==> src/rtl/pipe_stage_pkg.sv <==
// Shared pipeline-stage definitions: state encoding, occupancy width and the
// state-to-handshake decode reused by multi-entry buffers.
package pipe_stage_pkg;

    typedef enum logic [1:0] {
        EMPTY = 2'd0,
        FULL  = 2'd1,
        SKID  = 2'd2
    } state_t;

    localparam int OCC_W = 2;

    // in_ready drops only when the skid register is occupied.
    function automatic logic state_in_ready(input state_t s);
        return (s != SKID);
    endfunction

    function automatic logic state_out_valid(input state_t s);
        return (s == FULL) || (s == SKID);
    endfunction

endpackage

==> src/rtl/pipe_stage.sv <==
// Pipeline register with a valid/ready handshake and a 2-entry skid buffer.
// Every output decodes from flops only, so no input reaches an output combinationally.
module pipe_stage
    import pipe_stage_pkg::*;
#(
    parameter int               WIDTH       = 32,
    parameter logic [WIDTH-1:0] RESET_VALUE = '0
) (
    input  logic             clk,
    input  logic             rst,
    input  logic             flush,
    input  logic             in_valid,
    output logic             in_ready,
    input  logic [WIDTH-1:0] in_data,
    output logic             out_valid,
    input  logic             out_ready,
    output logic [WIDTH-1:0] out_data,
    output logic [OCC_W-1:0] occupancy
);

    // Handshake: a beat moves on a rising edge where valid and ready are both high.
    state_t           state_q, state_d;
    logic [WIDTH-1:0] main_q, main_d;
    logic [WIDTH-1:0] skid_q, skid_d;

    always_ff @(posedge clk or negedge rst) begin
        if (!rst) begin
            state_q <= EMPTY;
            main_q  <= RESET_VALUE;
            skid_q  <= RESET_VALUE;
        end else begin
            state_q <= state_d;
            main_q  <= main_d;
            skid_q  <= skid_d;
        end
    end

    always_comb begin
        state_d = state_q;
        main_d  = main_q;
        skid_d  = skid_q;
        if (flush) begin
            // Squash clears valid state only; data registers keep their contents.
            state_d = EMPTY;
        end else begin
            case (state_q)
                EMPTY: begin
                    if (in_valid) begin
                        main_d  = in_data;
                        state_d = FULL;
                    end
                end
                FULL: begin
                    if (in_valid && out_ready) begin
                        main_d = in_data;
                    end else if (out_ready) begin
                        state_d = EMPTY;
                    end else if (in_valid) begin
                        skid_d  = in_data;
                        state_d = SKID;
                    end
                end
                SKID: begin
                    if (out_ready) begin
                        main_d  = skid_q;
                        state_d = FULL;
                    end
                end
                default: state_d = EMPTY;
            endcase
        end
    end

    assign in_ready  = state_in_ready(state_q);
    assign out_valid = state_out_valid(state_q);
    assign out_data  = main_q;
    assign occupancy = state_q;

endmodule

==> config.mk <==
export PLATFORM = sky130hd
export DESIGN_NAME = pipe_stage
export DESIGN_NICKNAME = d
export VERILOG_FILES = /design/src/rtl/pipe_stage_pkg.sv /design/src/rtl/pipe_stage.sv
export SDC_FILE = /design/constraint.sdc
export NUM_CORES = 1
export LEC_CHECK = 0
export CORE_MARGIN = 2
export CORE_UTILIZATION = 65
export CTS_CLUSTER_DIAMETER = 30
export CTS_CLUSTER_SIZE = 25
export DETAILED_ROUTE_END_ITERATION = 8
export DONT_BUFFER_PORTS = 1
export PLACE_DENSITY = 0.92
export SYNTH_ARGS = -nofsm -noshare
export SYNTH_HDL_FRONTEND = slang
export SYNTH_SLANG_ARGS = --single-unit
==> constraint.sdc <==
create_clock -name clk -period 4.25 [get_ports clk]
set_input_delay 1.275 -clock clk [delete_from_list [all_inputs] [get_ports clk]]
set_output_delay 1.275 -clock clk [all_outputs]
set_load 0.005 [all_outputs]
**Yosys cells after proc, flatten, opt, wreduce, memory -nomap -nowiden**

Cells that the tools add are included.

- Equal/unequal tests: 10
- Muxes and demuxes: 11
- Bitwise gates (word level): 3
- Reduce and logical (&&, ||, !) cells: 7

Operator list:

| operator | number |
|---|---|
| 32-bit 2-to-1 mux | 3 |
| 32-bit case mux with 3 select lines | 1 |
| 2-bit 2-to-1 mux | 6 |
| 5-bit AND reduction | 2 |
| 3-bit != test, second input constant | 3 |
| 2-bit != test, second input constant | 4 |
| 2-bit case mux with 3 select lines | 1 |
| 4-bit != test, second input constant | 1 |
| 4-bit AND reduction | 1 |
| 1-bit NOT | 3 |
| 3-bit nonzero test | 1 |
| 2-bit by 1-bit equality test with 1-bit output, second input constant | 1 |
| 2-bit equality test, second input constant | 1 |
| 2-bit zero test | 1 |
| 1-bit logical AND | 1 |
| 1-bit logical OR | 1 |

- Register bits: 66
- Bits of input ports: 37
- Output and inout bits: 36
- Logic and storage cells: 34

**Logic depth before layout (Yosys ltp)**

Gate-level depths: netlist of the first run.

- Depth in word-level cells: 5
- Gate-level depth with buffers: 7
- Mapped depth without buffers: 5

**Least setup slack after synthesis of the first run**

OpenSTA, ideal clock, no wires.

- Path kind: reg2out
- From: reg state_q[0] (netlist: occupancy[0])
- To: out in_ready
- Data arrival time: 1.071 ns
- Required time: 2.975 ns
- Setup slack: 1.904 ns
- Cell stages (with the launch flop): 6
- Buffers on the path: 2
- Cells stage by stage: dfrtp_1 > inv_1 > ha_1 > buf_4 > buf_2 > inv_1

- Word-level cells in the longest chain between the ends: 1

Ends and longest elaborated chain:

| what | line | RTL |
|---|---|---|
| from (decl) | pipe_stage.sv:22 | `state_t state_q, state_d;` |
| from (signal assigned) | pipe_stage.sv:32 | `state_q <= state_d;` |
| 2-bit != test | pipe_stage_pkg.sv:15 | `return (s != SKID);` |
| to (decl) | pipe_stage.sv:13 | `output logic in_ready,` |

Every way passes these cells.

**Final worst setup path of the first run**

Same ends and word-level chain as after synthesis.

==> out/results.ini, run 1 <==
[grt]
via_count_of_the_first_global_routing_pass=1787
initial_antenna_violation_count=0
global_route_wire_length_before_repair_um=8640
grt_usage_pct=22.3
grt_start_max_net_pins=67
grt.overflow.total=0

[power_and_ir_drop]
power.static_leakage_nw=1.46
powerDensity_nw_per_um2=611
worst_ir_drop_vdd_uv=369

[final_layout]
synthesis_to_finish_area_growth_pct=7.46
final_util_pct=71.9
post_route_cells_drive_above_1_share_pct=50.5
final_non_filler_cells=256
antenna_cells_inserted=0
finalNetCount=239

[sta]
fin_crit_ps=3420
finClkSkew_ps=7.08
rsz0062_at_grt=false
timing.fmax_mhz=292
setup_violations=0
timing.final.hold_violations=0
final.setup.tns_ps=0
post-route-period-util_pct=80.6
slew_headroom_pct=24.1
slew_viol_final=0
worst_pin_slew_ps=1140
hold_slack_ps=513

[worst_setup_path]
timing.critical_path.fanout_max=19
worst_setup_path_start_kind=flop
start_point_of_the_critical_path=occupancy[0]
worst-endpoint-arrival_ps=2150
cp_data_required_time_ps=2970
path_class=reg2out
end_kind=output port
r2r_start=occupancy[0]

[cts]
cts-root-buf=clkbuf_8
worstSkewPairLatency_ps=340
max-clock-path-buffers=2
postCtsSetupRepairBufs=0
cts_sinks=66
cts.clk_slew.worst_paths_ps=70
cts_hold_buf=0
tritoncts_clock_tree=built
cts_buffers=9
ctsResizeCount=0
h-tree-depth=3

[run_status]
run_status=complete, no violations

[synthesis]
synth_area_um2=3120
yosys_most_used_dff=dfrtp_1
postSynth.asyncResetShare_pct=100
synthMostInstantiatedCell=dfrtp_1
synth.top_cell.area_share_pct=52.9
synth_cells=194
synthDistinctLibCells=19
avgSynthCellArea_um2=16.1
ys_top_cells_by_area=dfrtp_1 53%, mux2_2 18%, mux2_4 14%, mux2_1 6.1%, ha_1 2.0%
synth_area_leader_cell=dfrtp_1
synth-warning-count=0
postSynthNetCount=236
leading_cell_types_by_count_after_synthesis=66 x dfrtp_1, 49 x mux2_2, 30 x mux2_4
synth-edff-count=0
ys_seq_elements=66
synth-seq-area-share_pct=52.9

[drt]
drc=0
route.detailed.vias_per_inst=6.25
wl_per_cell_um=22.1
dr.pass1.iters=4
routed_wire_length_um=5660
first_iter_violations=52
vias=1601
final_antenna_net_count=0

[placed_design]
finalWeightedCongestion=0.859
placement.io_buffers=0
post-dp-hpwl_um=3810
dpl.cell_count=240

[hold_path]
hold_class=reg2reg
min_from=skid_q[16]

[floorplan]
design.portCount=73
placementRows=25
core_area_um2=4660
fp.dieH_um=73.3
floorplan.initialDensity_pct=66.9
fp.dieW_um=73.3
design.die.area_um2=5370

[job]
max-cap-violations=0

## area by class of cell
cell class | instances | area (µm²)
flip-flops and latches | 66 | 1650
multi-input cells | 113 | 1380
fillers | 316 | 1310
clock buffers | 10 | 138
clock inverters | 6 | 80.1
well taps | 54 | 67.6
inverters | 5 | 18.8
repair buffers | 2 | 15.0
## metrics by stage
step	power (mW)	worst slack, ps	area, µm²
finish	2.05	826	3350
CTS	2.06	796	3350
global placement	1.44	1300	3130
floorplan	1.38	1900	3120
global route	2.14	656	3350
detailed placement	1.49	1170	3130
## cells in the final DEF (no fill, tap or decap), drive strengths merged
cell and count:
a211oi 2, a221o 1, a32o 1, and2b 1, buf 2, bufinv 2
clkbuf 10, clkinv 4, dfrtp 66, ha 5, inv 5, mux2 96
nor2 3, nor4b 2, o221ai 1, xnor2 1
## sequential cells by signal, indices dropped and copies added (netlist names)
name and count:
out_data 32, skid_q 32, occupancy 2
## where the power goes
group	total (mW)	leakage [nW]	internal, mW	switching (mW)
sequential	1.05	0.793	0.882	0.173
clock	0.569	0.116	0.342	0.227
combinational	0.425	0.555	0.300	0.125
total	2.05	1.46	1.52	0.525
## critical path: stages (launching register included)
cell,delay (ps)
dfrtp_1,450
inv_1,130
ha_1,720
buf_4,410
inv_1,100
## routing by layer
metal  GRT usage (%)  up-vias  share of wire [%]
met3            8.23       11                7.7
li1                -      701                  -
met4            12.6        0                2.0
met1            24.5      820                 39
met2            37.2       69                 51
met5               0        -                  0
## path summary, 6_finish.rpt
path | end | slack (ps) | cells past startpoint
max | in_ready | 830 | 4
min | skid_q[16] | 510 | 1
max reg2reg | out_data[23] | 1310 | 5
min reg2reg | skid_q[16] | 510 | 1
max in group asynchronous | out_data[9] | 3520 | 0
min in group asynchronous | skid_q[21] | 630 | 0
## cell families after synthesis
group	synth area share [%]
fa+ha+maj	2.01
simple gates	1.72
mux	38.3
xor+xnor	0.281
flops	52.9
compound gates	1.64
buf+inv	3.13
(Power assumes the default switching activity.)
==> inputs of run 2 (changes only) <==
- CORE_UTILIZATION: 65 -> 63
- PLACE_DENSITY: 0.92 -> 0.9
- clock period: 4.25 -> 3.2 ns (I/O delays scaled with it)
==> run 2 against run 1 <==
Compared with the run above: routed wire length is 4.4% lower; power is 26% higher; core utilization is 1.4 points lower; die area is 3.0% higher; sequential share of layout area hardly changed; critical path depth stayed put; clock skew hardly changed; register-to-register slack worse by 260 ps; via count is 0.19% lower; design area hardly changed; count of clock-buffer cells in the layout is 4 higher; clock power is 11% higher; critical endpoint unchanged; largest power group unchanged.
==> out/results.ini, run 2 (synthesis gave the netlist of run 1 again) <==
[sta]
rsz0062_at_grt=false
timing.fmax_mhz=384
slew_headroom_pct=56.8
fin_crit_ps=2600
finClkSkew_ps=7.07
final.setup.tns_ps=0
hold_slack_ps=324
slew_viol_final=0
setup_violations=0
worst_pin_slew_ps=648
timing.final.hold_violations=0
post-route-period-util_pct=81.3

[cts]
cts.clk_slew.worst_paths_ps=70
postCtsSetupRepairBufs=0
cts-root-buf=clkbuf_8
max-clock-path-buffers=2
cts_buffers=9
ctsResizeCount=0
worstSkewPairLatency_ps=330
cts_hold_buf=0
tritoncts_clock_tree=built
h-tree-depth=3
cts_sinks=66

[floorplan]
floorplan.initialDensity_pct=65.6
design.portCount=73
fp.dieH_um=74.4
placementRows=25
design.die.area_um2=5530
core_area_um2=4750
fp.dieW_um=74.4

[drt]
drc=0
first_iter_violations=51
wl_per_cell_um=20.1
final_antenna_net_count=0
routed_wire_length_um=5420
dr.pass1.iters=4
route.detailed.vias_per_inst=5.92
vias=1598

[worst_setup_path]
worst_setup_path_start_kind=flop
cpMostUsedCell=inv_1
path_buf_inv=3
crit_path_top_delay_cell=dfrtp_1
rr_worst_depth=6
path_class=reg2out
r2r_start=occupancy[0]
timing.critical_path.fanout_max=36
end_kind=output port
worst-endpoint-arrival_ps=1640
worst_path_dominant_cell_family=buffers and inverters
critical_path.max_stage_delay_ps=450
worstReg2RegEnd=out_data[22]
worst-r2r-setup-slack_ps=1050
cp_data_required_time_ps=2240
critical_path.cell_chain=inv_1, ha_1, buf_4, inv_1

[placed_design]
finalWeightedCongestion=0.732
dpl.cell_count=254
postPlaceCellArea_um2=3170
post-dp-hpwl_um=3670
placement.io_buffers=0

[power_and_ir_drop]
power.static_leakage_nw=1.45
worst_ir_drop_vdd_uv=474
powerDensity_nw_per_um2=772

[grt]
grt_usage_pct=21.9
via_count_of_the_first_global_routing_pass=1820
global_route_wire_length_before_repair_um=8790
grt_start_max_net_pins=67
initial_antenna_violation_count=0
grt.overflow.total=0

[final_layout]
final_non_filler_cells=270
post_route_cells_drive_above_1_share_pct=49.8
final_util_pct=70.5
layout_common_cells=66 x dfrtp_1, 49 x mux2_2, 30 x mux2_4
antenna_cells_inserted=0
finalNetCount=240
n_fill_cell=328
layout_commonest_cell=dfrtp_1
post-route-cell-area_um2=3350
synthesis_to_finish_area_growth_pct=7.50

[job]
max-cap-violations=0

[run_status]
run_status=complete, no violations

[hold_path]
hold_class=in2async

run 2: cell types whose count changed in the layout (fill, tap and decap cells not counted), sizes merged:
cell / delta
clkbuf: +4
clkinv: -2
buf: +1
bufinv: -2
run 2: worst max-delay path by stage:
stage / cells past startpoint / slack (ps) / startpoint / end
after floorplan: 5 / 1170 / occupancy[0] / in_ready
final: 4 / 600 / occupancy[0] / in_ready
after global routing: 4 / 480 / occupancy[0] / in_ready
after CTS: 4 / 560 / occupancy[0] / in_ready
after detailed placement: 3 / 920 / flush / skid_q[31]
after global placement: 3 / 960 / flush / skid_q[31]
run 2: stage by stage:
stage	setup slack (ps)	total power, mW
2_1_floorplan	1170	1.83
3_3_place_gp	962	1.91
3_5_place_dp	920	1.97
4_1_cts	556	2.62
5_1_grt	480	2.74
6_report	597	2.59
run 2: cell type report:
cell class	count	area (µm²)	share of cell area [%]
sequential	66	1650	49.3
multi-input combinational	113	1380	41.2
clock buffer	14	173	5.15
tap	67	83.8	2.50
timing repair buffer	3	35.0	1.04
inverter	5	18.8	0.560
clock inverter	2	10.0	0.299
run 2: per-layer routing:
| layer | GRT usage (%) | share of wire, % |
|---|---|---|
| met1 | 24.4 | 38 |
| met2 | 37.0 | 53 |
| met3 | 8.54 | 6.9 |
| met4 | 10.5 | 2.0 |
| met5 | 0 | 0 |
run 2: power breakdown:
part / internal (mW) / switching (mW)
combinational: 0.404 / 0.161
clock: 0.343 / 0.288
sequential: 1.17 / 0.220
total: 1.92 / 0.669
